--- config.mk ---
export PLATFORM = sky130hd
export DESIGN_NAME = fifo_rd_ctrl
export DESIGN_NICKNAME = d
export VERILOG_FILES = /design/src/rtl/fifo_rd_ctrl.sv
export SDC_FILE = /design/constraint.sdc
export NUM_CORES = 1
export LEC_CHECK = 0
export CAP_MARGIN = 25
export CORE_UTILIZATION = 45
export DETAILED_ROUTE_END_ITERATION = 10
export PLACE_DENSITY = 0.84
export SLEW_MARGIN = 10
export SYNTH_ARGS = -nofsm -noshare
export SYNTH_HDL_FRONTEND = slang
export SYNTH_SLANG_ARGS = --single-unit
export TNS_END_PERCENT = 50
--- constraint.sdc ---
create_clock -name I_RD_CLK -period 2.6 [get_ports I_RD_CLK]
set_input_delay 0.52 -clock I_RD_CLK [delete_from_list [all_inputs] [get_ports I_RD_CLK]]
set_output_delay 0.52 -clock I_RD_CLK [all_outputs]
set_load 0.1 [all_outputs]
--- src/rtl/fifo_rd_ctrl.sv ---
// Read-side pointer and flag controller for a dual-clock gray-pointer FIFO.
// Define FIFO_RD_LEVEL_EN to build the fill-level and almost-empty logic.
module fifo_rd_ctrl #(
  parameter int AW        = 4,
  parameter int AE_THRESH = 2
) (
  input  logic          I_RD_CLK,
  input  logic          I_RD_RST_N,
  input  logic          I_RD_EN,
  input  logic [AW:0]   I_RD_WR_PTR,
  input  logic          I_RD_UFLOW_CLR,
  output logic [AW-1:0] O_RD_ADDR,
  output logic [AW:0]   O_RD_PTR,
  output logic          O_RD_EMPTY,
  output logic [AW:0]   O_RD_LEVEL,
  output logic          O_RD_AEMPTY,
  output logic          O_RD_UFLOW
);

  logic [AW:0] wsync1_q, wsync2_q;
  logic [AW:0] rd_bin_q, rd_bin_d;
  logic [AW:0] rd_gray_q, rd_gray_d;
  logic        empty_q, empty_d;
  logic        uflow_q, uflow_d;
  logic        rd_inc;

  // NOTE: every signal gets a value before any condition, so no latch is inferred.
  always_comb begin
    rd_inc    = I_RD_EN & ~empty_q;
    rd_bin_d  = rd_bin_q + {{AW{1'b0}}, rd_inc};
    rd_gray_d = (rd_bin_d >> 1) ^ rd_bin_d;
    empty_d   = (rd_gray_d == wsync2_q);
    uflow_d   = uflow_q;
    if (I_RD_EN && empty_q) begin
      uflow_d = 1'b1;
    end else if (I_RD_UFLOW_CLR) begin
      uflow_d = 1'b0;
    end
  end

  // NOTE: state uses non-blocking assignments so the two synchroniser stages shift, not collapse.
  always_ff @(posedge I_RD_CLK or negedge I_RD_RST_N) begin
    if (!I_RD_RST_N) begin
      wsync1_q  <= '0;
      wsync2_q  <= '0;
      rd_bin_q  <= '0;
      rd_gray_q <= '0;
      empty_q   <= 1'b1;
      uflow_q   <= 1'b0;
    end else begin
      wsync1_q  <= I_RD_WR_PTR;
      wsync2_q  <= wsync1_q;
      rd_bin_q  <= rd_bin_d;
      rd_gray_q <= rd_gray_d;
      empty_q   <= empty_d;
      uflow_q   <= uflow_d;
    end
  end

  assign O_RD_ADDR  = rd_bin_q[AW-1:0];
  assign O_RD_PTR   = rd_gray_q;
  assign O_RD_EMPTY = empty_q;
  assign O_RD_UFLOW = uflow_q;

`ifdef FIFO_RD_LEVEL_EN
  logic [AW:0] wbin;
  logic [AW:0] level_d, level_q;
  logic        aempty_d, aempty_q;

  // Level uses the synchronised write pointer, so it can only under-report.
  always_comb begin
    wbin[AW] = wsync2_q[AW];
    for (int i = AW - 1; i >= 0; i--) begin
      wbin[i] = wbin[i+1] ^ wsync2_q[i];
    end
    level_d  = wbin - rd_bin_d;
    aempty_d = (level_d <= (AW+1)'(AE_THRESH));
  end

  always_ff @(posedge I_RD_CLK or negedge I_RD_RST_N) begin
    if (!I_RD_RST_N) begin
      level_q  <= '0;
      aempty_q <= 1'b1;
    end else begin
      level_q  <= level_d;
      aempty_q <= aempty_d;
    end
  end

  assign O_RD_LEVEL  = level_q;
  assign O_RD_AEMPTY = aempty_q;
`else
  assign O_RD_LEVEL  = '0;
  assign O_RD_AEMPTY = empty_q;
`endif

endmodule

---- Word level (Yosys, flattened, before mapping) ----
Cells that the tools add are included.
operators by class
  divide/modulo/power cells ............... 0
  add/subtract/negate cells ............... 1
  shift operators ......................... 0
  bitwise operators ....................... 3
  multipliers ............................. 0
  reductions and logical operators ........ 2
  equality and inequality tests ........... 1
  mux-type cells .......................... 2
  $lt $le $gt $ge ......................... 0
operators with widths
  operator           count
  $add 5x1->5        1
  $eq 5x5->1         1
  $xor 4x5->5        1
  $mux 1             2
  $reduce_bool 2->1  1
  $and 1x1->1        1
  $logic_and 1x1->1  1
  $not 1->1          1
word-level totals
  memories ................................ 0
  output and inout bits ................... 17
  bits in latches ......................... 0
  input bits .............................. 9
  memory bits (writable) .................. 0
  bits in read-only memories .............. 0
  word-level logic and storage cells ...... 15
  register bits ........................... 22

---- Longest topological paths before layout ----
  depth in word-level cells ............... 5
  mapped depth ............................ 8

---- Least setup slack after synthesis ----
Ideal clock, no wire load.
  path kind ............................... register to register
  start point ............................. register empty_q (netlist: O_RD_AEMPTY)
  end point ............................... register empty_q (netlist: O_RD_AEMPTY)
  data arrival time ....................... 2.221 ns
  path slack .............................. 0.311 ns
  clock period less this slack ............ 2.289 ns
  stages on the path, launching flop included .. 9
  cell sequence ........................... dfstp_2 > nor2b_1 > ha_1 > ha_1 > buf_2 > xnor3_1 > nor3_2 > o211ai_2 > a21oi_2
between the ends
  cells in the longest elaborated chain, start to end .. 5
RTL lines
  element                   RTL line  source
  start: declaration        23        logic empty_q, empty_d;
  start signal: assignment  55        empty_q <= empty_d;
  $not 1->1                 29        rd_inc = I_RD_EN & ~empty_q;
  $and 1x1->1               29
  $add 5x1->5               30        rd_bin_d = rd_bin_q + {{AW{1'b0}}, rd_inc};
  $xor 4x5->5               31        rd_gray_d = (rd_bin_d >> 1) ^ rd_bin_d;
  $eq 5x5->1                32        empty_d = (rd_gray_d == wsync2_q);
  net empty_d               23
The timed path passes the listed nets, and every way through them passes these cells.
A chain may end at the register's enable or synchronous reset.

---- Worst setup path after layout ----
  start point ............................. input I_RD_EN
  end point ............................... register empty_q (netlist: O_RD_AEMPTY)
between the ends
  cells in the longest elaborated chain, start to end .. 4
RTL lines
  element             RTL line  source
  start: declaration  9         input logic I_RD_EN,
  $and 1x1->1         29
  $add 5x1->5         30
  $xor 4x5->5         31
  $eq 5x5->1          32
  net empty_d         23
The timed path passes the listed nets, and every way through them passes these cells.

==> reports/qor.yml <==
ys_types: 24
hpwl_um: 937.6
cp-start-kind: "input port"
fp.dieW_um: 46.56
post-cts-setup-buffers: 0
hold_violations: 0
cp_data_required_time_ps: 2840
clk_path_buf_depth: 2
clock-skew-final_ps: 3.162
fin_nets: 99
max_stage_delay_ps: 470
routed-via-count: 507
wl_um: 1304
insertion_delay_ps: 300
avgSynthCellArea_um2: 13.54
end_kind: "flip-flop"
synth-seq-area-share: 0.5896
cts_tree: "done"
arrival_ps: 2450
critPathKind: "input port to flip-flop"
fmax_mhz: 452.8
placementRows: 15
ff2ff_setup_slack_ps: 610
port_buffers: 20
cp_slowest_cell: "clkdlybuf4s50_1"
grt_pass1_wl_um: 2090
ys_ff_latch: 21
cts_max_level: 1
regArea_um2: 526.8
setup_tns_ps: 0
status: "completed"
antenna_cells: 0
clock_sinks: 21
max_cap_violations: 0
final_layout_size_suffix_gt1_frac: 0.2529
place.gp.congestion: 0.8231
setup_violations: 0
io_pins: 26
initialDrtViolationCount: 4
crit_path_max_fanout: 5
coreArea_um2: 1802
ant_nets: 0
fin_crit_ps: 2209
ctsResizeCount: 0
slew_violations: 0
r2r-end: "O_RD_AEMPTY"
period_share: 0.8495
dpl.cell_count: 108
min_to: "wsync2_q[0]"
hold_path_class: "flip-flop to flip-flop"
antenna_found_initial: 0
rsz0062_at_grt: "false"
synth_cells: 66
grt_usage: 0.1420
grt_pass1_vias: 514
holdPathStages: 0
grt_max_degree: 22
die_h_um: 46.56
r2r-start: "O_RD_AEMPTY"
cts_buffers: 3
drc: 0
yosys_warnings: 0
dr.pass1.iters: 2
ctsRootBufferMaster: "clkbuf_4"
holdBufCountCts: 0
grt-ovfl-total: 0
start_util: 0.4958
fill_cells: 164
area_growth_pct: 21.57
multi_input_area_um2: 309.0
reg2regPathDepth: 7
die-area_um2: 2167
path_clk_slew_ps: 120
instances_no_fill: 112
hp-start: "wsync1_q[0]"
via_per_inst: 4.527
path_common_cell: "ha_1"
path_cells: "clkdlybuf4s50_1 > nor2b_1 > ha_1 > ha_1 > xnor3_1 > nor3_2 > o211ai_2 > a21oi_2"
syn_area_um2: 893.4
avgRoutedWirePerCell_um: 11.64
-- metrics by stage --
step	worst slack (ps)	area, um2	utilization	hold slack, ps
4_1_cts	409.4	1086	0.6028	363.6
6_report	391.3	1086	0.6028	360.9
5_1_grt	279.4	1086	0.6028	375.4
2_1_floorplan	311.0	908.4	-	224.4
3_3_place_gp	178.8	1056	0.5861	331.5
3_5_place_dp	127.7	1056	0.5861	334.7
-- cells in the final DEF, fill, tap and decap left out, drive strengths merged, types with 2 or more instances in the layout --
cell            n
buf            13
clkbuf          3
clkdlybuf4s50   8
conb            5
dfrtp          20
ha              2
inv             3
nand2           3
nand3           3
xnor2           7
xnor3           2
xor2            5
-- synth_stat cells --
| cell type | number | share of area |
|---|---|---|
| inv_1 | 3 | 0.013 |
| ha_1 | 2 | 0.028 |
| nor3_2 | 1 | 0.011 |
| nor2b_1 | 1 | 0.0070 |
| nand3_1 | 3 | 0.017 |
| dfstp_2 | 1 | 0.029 |
| nand2_1 | 3 | 0.013 |
| a21oi_2 | 1 | 0.0098 |
| a2bb2oi_1 | 1 | 0.0098 |
| a21boi_2 | 1 | 0.013 |
| and3_1 | 1 | 0.0070 |
| buf_4 | 6 | 0.050 |
| o21ai_0 | 1 | 0.0056 |
| nand2b_1 | 1 | 0.0070 |
| buf_6 | 1 | 0.013 |
| xnor3_1 | 2 | 0.050 |
| buf_2 | 1 | 0.0056 |
| xor2_1 | 5 | 0.049 |
| conb_1 | 1 | 0.0042 |
| a21o_1 | 1 | 0.0084 |
| xnor2_1 | 7 | 0.069 |
| dfrtp_1 | 20 | 0.56 |
| and2_1 | 1 | 0.0070 |
| o211ai_2 | 1 | 0.014 |
-- routing by layer --
metal,part of all wire,global-route usage
met5,0,0
met2,0.55,0.2583
met4,0.0038,0.07059
met3,0.059,0.02353
met1,0.38,0.1558
-- flip-flops by register name, summed over array words and instances (netlist names) --
register and cells:
wsync1_q 5, O_RD_AEMPTY 1, rd_bin_q 5, wsync2_q 5
O_RD_UFLOW 1, O_RD_PTR 4
-- critical path: cells and delay by family --
kind | cells | cell delay (ps)
AO/OA/AOI/OAI | 2 | 240
XOR/XNOR | 1 | 380
adder cells (fa/ha/maj) | 2 | 510
buffers and inverters | 1 | 470
AND/OR/NAND/NOR | 2 | 330
-- worst max path at each step --
stage / start / endpoint / slack [ps] / cells past startpoint
5_1_grt: I_RD_EN / O_RD_AEMPTY / 280 / 8
6_report: I_RD_EN / O_RD_AEMPTY / 390 / 8
3_5_place_dp: I_RD_EN / O_RD_AEMPTY / 130 / 8
3_3_place_gp: I_RD_EN / O_RD_AEMPTY / 180 / 8
4_1_cts: I_RD_EN / O_RD_AEMPTY / 410 / 8
2_1_floorplan: O_RD_AEMPTY / O_RD_AEMPTY / 310 / 8
-- cells by family (layout without fill, tap and decap cells) --
logic type,count (synthesis),in the layout,share of synthesized area
AO/OA/AOI/OAI,6,6,0.06022
XOR/XNOR,14,14,0.1681
AND/OR/NAND/NOR,11,11,0.06864
flip-flops,21,21,0.5896
buffers and inverters,11,28,0.08122
adder cells (fa/ha/maj),2,2,0.02801
other,1,5,0.004198
-- final cells by class --
| class | instances | area share |
|---|---|---|
| clock buffers | 3 | 0.02074 |
| repair buffers | 21 | 0.1636 |
| multi-input cells | 38 | 0.2846 |
| flip-flops and latches | 21 | 0.4850 |
| clock inverters | 1 | 0.006912 |
| well taps | 25 | 0.02880 |
| inverters | 3 | 0.01037 |
Power is not shown: default switching activity piles up to over one toggle a cycle in this logic, so the estimate is an artifact.
